==> config.mk <==
export PLATFORM = sky130hd
export DESIGN_NAME = mips_wbuf
export DESIGN_NICKNAME = d
export VERILOG_FILES = /design/src/rtl/mips_wbuf_pkg.sv /design/src/rtl/mips_wbuf_merge.sv /design/src/rtl/mips_wbuf.sv
export SDC_FILE = /design/constraint.sdc
export NUM_CORES = 1
export LEC_CHECK = 0
export ABC_AREA = 1
export CORE_MARGIN = 2
export CORE_UTILIZATION = 34
export CTS_BUF_LIST = sky130_fd_sc_hd__clkbuf_4 sky130_fd_sc_hd__clkbuf_8
export CTS_CLUSTER_DIAMETER = 80
export CTS_CLUSTER_SIZE = 8
export DETAILED_ROUTE_END_ITERATION = 16
export SLEW_MARGIN = 25
export SYNTH_ARGS = -nofsm -noshare
export SYNTH_HDL_FRONTEND = slang
export SYNTH_SLANG_ARGS = --single-unit
export TNS_END_PERCENT = 1
==> constraint.sdc <==
create_clock -name clock -period 3.7 [get_ports clock]
set_clock_uncertainty 0.2 [all_clocks]
set_input_delay 0.37 -clock clock [delete_from_list [all_inputs] [get_ports clock]]
set_output_delay 0.37 -clock clock [all_outputs]
set_load 0.005 [all_outputs]
==> src/rtl/mips_wbuf_pkg.sv <==
// Shared definitions for the MIPS store write buffer: entry field widths and
// the byte-lane merge used wherever buffered bytes overlay a word.
package mips_wbuf_pkg;

    localparam int ADDR_W = 30;
    localparam int MASK_W = 4;
    localparam int DATA_W = 32;
    localparam int LANE_W = DATA_W / MASK_W;

    typedef struct packed {
        logic [ADDR_W-1:0] addr;
        logic [MASK_W-1:0] mask;
        logic [DATA_W-1:0] data;
    } wbuf_entry_t;

    // Lane i of the result comes from data when mask[i] is set, else from base.
    function automatic logic [DATA_W-1:0] lane_merge(
        input logic [DATA_W-1:0] base,
        input logic [MASK_W-1:0] mask,
        input logic [DATA_W-1:0] data
    );
        logic [DATA_W-1:0] merged;
        merged = base;
        for (int i = 0; i < MASK_W; i++) begin
            if (mask[i]) merged[i*LANE_W +: LANE_W] = data[i*LANE_W +: LANE_W];
        end
        return merged;
    endfunction

endpackage

==> src/rtl/mips_wbuf_merge.sv <==
// Combinational byte-lane merge: masked lanes of i_data overlay i_base.
module mips_wbuf_merge
    import mips_wbuf_pkg::*;
(
    input  logic [DATA_W-1:0] i_base,
    input  logic [MASK_W-1:0] i_mask,
    input  logic [DATA_W-1:0] i_data,
    output logic [DATA_W-1:0] o_word
);

    assign o_word = lane_merge(i_base, i_mask, i_data);

endmodule

==> src/rtl/mips_wbuf.sv <==
// Store write buffer between the MIPS I data port and memory: one-cycle store
// retire into a coalescing FIFO, valid/ready drain, and combinational load forwarding.
module mips_wbuf
    import mips_wbuf_pkg::*;
#(
    parameter int DEPTH = 4,
    parameter int AW    = 2
)(
    input  logic        clock,
    input  logic        reset,
    input  logic [31:0] DA,
    input  logic [3:0]  we,
    input  logic [31:0] DO,
    input  logic        re,
    output logic [31:0] DI,
    output logic [31:0] MA,
    input  logic [31:0] MI,
    output logic        WV,
    input  logic        WR,
    output logic [31:0] WA,
    output logic [3:0]  WM,
    output logic [31:0] WD,
    output logic        full,
    output logic        empty,
    output logic        ovf
);

    localparam logic [AW:0] FULL_CNT = (AW+1)'(DEPTH);
    localparam logic [AW:0] ONE_CNT  = (AW+1)'(1);

    logic [ADDR_W-1:0] r_addr [DEPTH];
    logic [MASK_W-1:0] r_mask [DEPTH];
    logic [DATA_W-1:0] r_data [DEPTH];
    logic [AW-1:0]     r_head;
    logic [AW-1:0]     r_tail;
    logic [AW:0]       r_count;
    logic              r_ovf;

    logic [ADDR_W-1:0] w_word;
    logic [AW-1:0]     w_young;
    logic              w_pop;
    logic              w_store;
    logic              w_coalesce;
    logic              w_push;
    logic [DATA_W-1:0] w_coal_data;
    logic              w_unused;

    assign w_unused = &{1'b0, re, DA[1:0]};

    assign w_word  = DA[31:2];
    assign w_young = r_tail - AW'(1);
    assign w_pop   = WV && WR;
    assign w_store = |we;

    // The youngest entry may absorb the store unless it is leaving this very edge.
    assign w_coalesce = w_store && (r_count != '0) && (r_addr[w_young] == w_word)
                        && !(w_pop && (r_count == ONE_CNT));
    assign w_push     = w_store && !w_coalesce && ((r_count != FULL_CNT) || w_pop);

    mips_wbuf_merge u_coalesce (
        .i_base (r_data[w_young]),
        .i_mask (we),
        .i_data (DO),
        .o_word (w_coal_data)
    );

    always_ff @(posedge clock or posedge reset) begin
        if (reset) begin
            r_head  <= '0;
            r_tail  <= '0;
            r_count <= '0;
            r_ovf   <= 1'b0;
            for (int i = 0; i < DEPTH; i++) r_mask[i] <= '0;
        end else begin
            if (w_pop)  r_head <= r_head + AW'(1);
            if (w_push) r_tail <= r_tail + AW'(1);
            if (w_push && !w_pop)      r_count <= r_count + ONE_CNT;
            else if (!w_push && w_pop) r_count <= r_count - ONE_CNT;
            if (w_store && !w_coalesce && !w_push) r_ovf <= 1'b1;
            if (w_push)          r_mask[r_tail]  <= we;
            else if (w_coalesce) r_mask[w_young] <= r_mask[w_young] | we;
        end
    end

    always_ff @(posedge clock) begin
        if (w_push) begin
            r_addr[r_tail] <= w_word;
            r_data[r_tail] <= DO;
        end else if (w_coalesce) begin
            r_data[w_young] <= w_coal_data;
        end
    end

    // Forwarding chain, oldest entry first so the youngest store wins per byte.
    for (genvar g = 0; g < DEPTH; g++) begin : g_fwd
        logic [AW-1:0]     w_idx;
        logic              w_hit;
        logic [DATA_W-1:0] w_in;
        logic [DATA_W-1:0] w_out;

        assign w_idx = r_head + AW'(g);
        assign w_hit = ((AW+1)'(g) < r_count) && (r_addr[w_idx] == w_word);

        if (g == 0) begin : g_first
            assign w_in = MI;
        end else begin : g_next
            assign w_in = g_fwd[g-1].w_out;
        end

        mips_wbuf_merge u_merge (
            .i_base (w_in),
            .i_mask (w_hit ? r_mask[w_idx] : '0),
            .i_data (r_data[w_idx]),
            .o_word (w_out)
        );
    end

    assign DI    = g_fwd[DEPTH-1].w_out;
    assign MA    = {DA[31:2], 2'b00};
    assign WV    = (r_count != '0);
    assign WA    = {r_addr[r_head], 2'b00};
    assign WM    = r_mask[r_head];
    assign WD    = r_data[r_head];
    assign full  = (r_count == FULL_CNT);
    assign empty = (r_count == '0);
    assign ovf   = r_ovf;

endmodule

# --- Word-level counts from Yosys, hierarchy flattened ---
# Memories as Yosys holds them, arrays and structs flattened.
# Index checks and enable logic that the tools add are counted.
totals:
  elab_cells: 136
  output_inout_bits: 136
  inputBits: 104
  register_bits: 24
  ram_bits: 248
  n_memories: 2
mem_list:
  columns: ["name", "words", "width", "read_ports", "rd_ports_with_merged_regs", "wr", "line", "rtl"]
  rows:
  - ["r_data", 4, 32, 4, 0, 1, "mips_wbuf.sv:33", "logic [DATA_W-1:0] r_data [DEPTH];"]
  - ["r_addr", 4, 30, 5, 0, 1, "mips_wbuf.sv:31", "logic [ADDR_W-1:0] r_addr [DEPTH];"]
op_classes:
  n_addsub: 7
  bitwise_logic: 7
  eq_ne: 12
  reduce_logical: 31
  muxes: 57
  order_cmp: 12
ops:
  columns: ["cell", "n"]
  rows:
  - ["$mux W8", 20]
  - ["$eq A30 B30 Y1", 5]
  - ["$mux W4", 17]
  - ["$bmux W4 S2", 5]
  - ["$bwmux W16", 2]
  - ["$mux W16", 2]
  - ["$mux W32", 1]
  - ["$reduce_or A32 Y1", 1]
  - ["$ge A3 B3 Y1 const B", 6]
  - ["$not A2 Y3", 6]
  - ["$demux W4 S2", 2]
  - ["$logic_and A1 B1 Y1", 16]
  - ["$reduce_and A2 Y1", 4]
  - ["$lt A1 B3 Y1 const A", 2]
  - ["$lt A2 B3 Y1 const A", 2]
  - ["$lt A3 B1 Y1 const B", 2]
  - ["$mux W3", 2]
  - ["$mux W1", 5]
  - ["$add A2 B1 Y2 const B", 2]
  - ["$add A2 B2 Y2 const B", 2]
  - ["$logic_not A1 Y1", 4]
  - ["$ne A1 B1 Y1 const B", 4]
  - ["$or A4 B4 Y4", 1]
  - ["$reduce_bool A2 Y1", 2]
  - ["other kinds (11)", 11]

# --- Depth between registers and ports, before layout ---
depth:
  word_depth: 13
  mapped_depth: 24

# --- Cells and area by module ---
# Synthesis repeated with hierarchy kept, for this count alone.
hier_totals:
  hier_cells: 3494
  hier_area_um2: 22287.6
by_module_without_submodules:
  columns: ["mod", "area_each_um2", "n_inst", "cells_each", "seq_area_each_um2"]
  rows:
  - ["mips_wbuf", 20185.6, 1, 2974, 8047.7]
  - ["mips_wbuf_merge", 420.4, 5, 104, 0.0]

# --- Worst setup path before layout ---
# Ideal clock, no wire load.
synth_timing:
  kind: "reg-to-reg"
  start: "reg r_tail[0]"
  end: "mem r_addr[1][0] (enable)"
  stages_incl_launch_ff: 18
  setup_slack_ns: -0.044
  setup_time_ns: 0.385
  t_arrival_ns: 3.159
  cell_sequence: "dfrtp_1 inv_2 buf_2 buf_2 ha_1 buf_2 inv_2 buf_2 o211ai_1 nand2_1 xor2_1 nor2_1 nand2_1 nor2_2 nand2_1 buf_2 nand4_1 inv_1"
synth_via:
  elab_chain_len: 10
synth_lines:
  columns: ["item", "line", "rtl"]
  rows:
  - ["start: declaration", "mips_wbuf.sv:35", "logic [AW-1:0] r_tail;"]
  - ["start signal: assignment", "mips_wbuf.sv:76", "if (w_push) r_tail <= r_tail + AW'(1);"]
  - ["$sub A2 B1 Y2", "mips_wbuf.sv:51", "assign w_young = r_tail - AW'(1);"]
  - ["via w_young[0]", "mips_wbuf.sv:40", "logic [AW-1:0] w_young;"]
  - ["$mem_v2 Z4 W30", null, null]
  - ["$eq A30 B30 Y1", "mips_wbuf.sv:56", "assign w_coalesce = w_store && (r_count != '0) && (r_addr[w_young] == w_word)"]
  - ["$logic_and A1 B1 Y1", "mips_wbuf.sv:56", null]
  - ["$logic_and A1 B1 Y1", "mips_wbuf.sv:57", "&& !(w_pop && (r_count == ONE_CNT));"]
  - ["$logic_not A1 Y1", "mips_wbuf.sv:58", "assign w_push = w_store && !w_coalesce && ((r_count != FULL_CNT) || w_pop);"]
  - ["$logic_and A1 B1 Y1 (2 in series)", "mips_wbuf.sv:58", null]
  - ["$mux W1", "mips_wbuf.sv:86", "if (w_push) begin"]
  - ["$mux W1 (not written as such)", "mips_wbuf.sv:87", "r_addr[r_tail] <= w_word;"]
  - ["end: declaration", "mips_wbuf.sv:31", null]
# The timed path passes the listed nets, and every way through them passes these cells.

# --- Worst setup path after layout ---
layout_timing:
  start: "reg r_head[0]"
  end: "out DI[29]"
layout_via:
  elab_chain_len: 9
  word_cells_on_any_way: 37
  cone_classes: "add/sub (3); eq/ne (4); mux (20); bitwise (4); reduce/logical (4); memory (2)"
layout_lines:
  columns: ["item", "line", "rtl"]
  rows:
  - ["start: declaration", "mips_wbuf.sv:34", "logic [AW-1:0] r_head;"]
  - ["start signal: assignment", "mips_wbuf.sv:75", "if (w_pop) r_head <= r_head + AW'(1);"]
  - ["parallel branches: the longest is 8 deep, another holds $mem_v2 Z4 W30", null, null]
  - ["$mux W8 (*)", "mips_wbuf_pkg.sv:25", "if (mask[i]) merged[i*LANE_W +: LANE_W] = data[i*LANE_W +: LANE_W];"]
  - ["end: declaration", "mips_wbuf.sv:15", "output logic [31:0] DI,"]
# Every way passes the cells marked *. The select of a mux whose other input is x is not followed.

==> impl_metrics.ini <==
[outcome]
violations = negative setup slack
outcome = finished, violations left

[finish]
final_util = 0.4689
layout-drive-gt1-share = 0.1884
area_growth_syn_to_layout_pct = 37.01
final_cell_count_no_fill = 4870
finalNetCount = 4099

[worst_setup_path]
path_buf_inv = 11
slowest_delay_ps = 540
cp-end-kind = output port
crit_chain = buf_12, inv_16, nand2_4, nand2_4, buf_12, buf_12, buf_8, buf_6, o21ai_4, nand2_1, nand2_1, nor2_1, nand4_1, nor2_4, buf_12, buf_6, nand3_4, buf_12, nand2_1, inv_1, nand2_1, nand2_1, buf_2
slowest_stage = dfrtp_4
path_class = register to output port
cp-start-kind = register
crit_family = buffers and inverters
arrival_ps = 3760
worstPathRequired_ps = 3130
path_max_fanout = 8

[power_and_ir_drop]
p_leak_nw = 14.97
ir_drop_mv = 0.6213
powerDensity_nw_per_um2 = 947.9

[min_path]
worstHoldPathType = primary input to register

[clock_tree]
clockBufferDepth = 3
htree_num_levels = 2
cts-root-buf = clkbuf_8
numCtsBuffers = 41
clk_pin_slew_ps = 80
cts_tree = done
cts_sinks = 272
clock_latency_ps = 630

[logic_synthesis]
synth-edff-count = 248
synth.top_cells.by_count = nand2_1 (1764), nand3_1 (465), inv_1 (351)
yosysTopAreaCell = edfxtp_1
synth-seq-cells = 272
yosysSeqAreaShare = 0.3668
synthTopCellsByArea = edfxtp_1 (34%), nand2_1 (30%), nand3_1 (11%)
postSynth.asyncResetShare = 0.08824
synth_ff_type = edfxtp_1
synthCells = 3518
syn_area_um2 = 21940
synth_top_area_share = 0.3394
synth.distinct_cells = 37
avgSynthCellArea_um2 = 6.237
ys_warn_count = 0
yosysMostFrequentCell = nand2_1

[drt]
wl_per_cell_um = 17.96
ant_nets = 0
drc = 0
dr.pass1.iters = 6
drt_iter0_markers = 2315
drt-total-wl_mm = 87.47
viasPerCell = 5.080
vias = 24739

[floorplan]
core_area_um2 = 64120
fp.dieW_um = 258.0
die-area_um2 = 66580
start_util = 0.3422
io_pins = 240
die_y_um = 258.0
rows = 93

[placement]
pre_cts_ws_ps = -227.9
io_buffers = 232
dp_cells = 4738
dpl.hpwl_mm = 61.65
gp_congestion = 0.9919

[global_route]
grt_pass1_wl_mm = 130.6
grt_usage = 0.2542
grt_pass1_vias = 22740
overflow = 0
grt_max_degree = 81
antenna_found_initial = 5

[sta]
tightest_slew_ps = 785.6
setup_viol = 73
period_share = 1.171
timing.final.crit_period_ps = 4335
hold_violations = 0
fin_ws_ps = -634.5
rsz0062_at_grt = yes
maxSlewHeadroom = 0.4763
fmaxAchievable_mhz = 230.7
slew_violations = 0

[job]
maxCapViolations = 0
==> layer usage <==
layer  up-vias  global-route usage  routed length [µm]
met4         4              0.1081                4136
met5         -                   0                  30
met3       241             0.04338                7470
met1     11338              0.3339               36410
met2      1091              0.4128               39420
li1      12065                   -                   -
==> final cells by class <==
type,count,area [µm²]
inverters,362,1394
clock buffers,66,770.7
repair inverters,2,25.02
diodes,3,7.507
multi-input cells,2688,12360
flip-flops and latches,272,8056
repair buffers,618,6300
fillers,6469,34050
well taps,855,1070
clock inverters,4,75.07
==> sequential cells by signal, indices dropped and copies added, names as in the netlist <==
register	count
r_head	2
r_data	128
r_mask	16
ovf	1
r_addr	120
r_tail	2
r_count	3
==> power by group <==
group,internal [mW],switching [mW],total (mW)
clock,1.45,1.31,2.76
sequential,4.57,0.569,5.14
combinational,8.17,12.4,20.6
==> layout by cell type (no fill, tap or decap), types with 15 or more instances in the layout <==
| cell type | netlist | routed |
|---|---|---|
| buf_12 | 0 | 50 |
| buf_2 | 65 | 21 |
| buf_4 | 53 | 272 |
| buf_6 | 6 | 46 |
| clkbuf_4 | 0 | 22 |
| clkbuf_8 | 0 | 44 |
| clkdlybuf4s50_1 | 0 | 200 |
| dfrtp_1 | 24 | 21 |
| edfxtp_1 | 248 | 248 |
| inv_1 | 351 | 334 |
| inv_2 | 10 | 20 |
| nand2_1 | 1764 | 1647 |
| nand2_2 | 1 | 99 |
| nand3_1 | 465 | 413 |
| nand3_2 | 0 | 51 |
| nand4_1 | 34 | 34 |
| nor2_1 | 112 | 88 |
| nor2_2 | 4 | 21 |
| o21ai_0 | 184 | 173 |
| o21ai_1 | 28 | 27 |
| o21ai_2 | 5 | 15 |
| xor2_1 | 26 | 24 |
==> worst paths after layout <==
check | to | slack (ps) | startpoint | depth (start not counted)
setup / recovery | DI[29] | -630 | r_head[0] | 23
hold reg to reg | r_mask[9] | 310 | r_mask[9] | 2
max in group asynchronous | r_head[1] | 2370 | reset | 3
min in group asynchronous | r_mask[7] | 500 | reset | 3
hold / removal | r_data[1][31] | 180 | DO[31] | 1
setup reg to reg | r_data[3][19] | -70 | r_tail[0] | 18
==> stage by stage <==
| stage | power (mW) | hold WS (ps) | instance area, µm² | TNS [ps] |
|---|---|---|---|---|
| 2_1_floorplan | 15.15 | 184.6 | 21960 | 0 |
| 3_3_place_gp | 22.94 | 294.1 | 27240 | -13830 |
| 3_5_place_dp | 23.06 | 294.4 | 27240 | -15130 |
| 4_1_cts | 27.67 | 136.0 | 29470 | -16570 |
| 5_1_grt | 30.52 | 168.7 | 30060 | -41710 |
| 6_report | 28.50 | 177.7 | 30060 | -19960 |
==> cells by family (layout without fill, tap and decap cells) <==
group / Yosys count / in the layout / synth area share
DFF: 272 / 272 / 0.3668
other: 1 / 7 / 0.0001709
and+or+nand+nor: 2406 / 2406 / 0.4490
adders and majority gates: 10 / 10 / 0.005703
AOI/OAI and AO/OA: 241 / 241 / 0.05680
xor gates and xnor gates: 27 / 27 / 0.01078
buffers and inverters: 561 / 1052 / 0.1108
==> what timing repair did <==
action	4_1_cts	5_1_grt
buffers inserted	36	3
cloned	15	5
setup endpoints to repair	133	221
endpoints found under the hold margin	24	0
pin swaps	72	85
hold buffers	1	0
gates resized for setup	309	168
No activity file was read; power rests on OpenSTA's default activity.
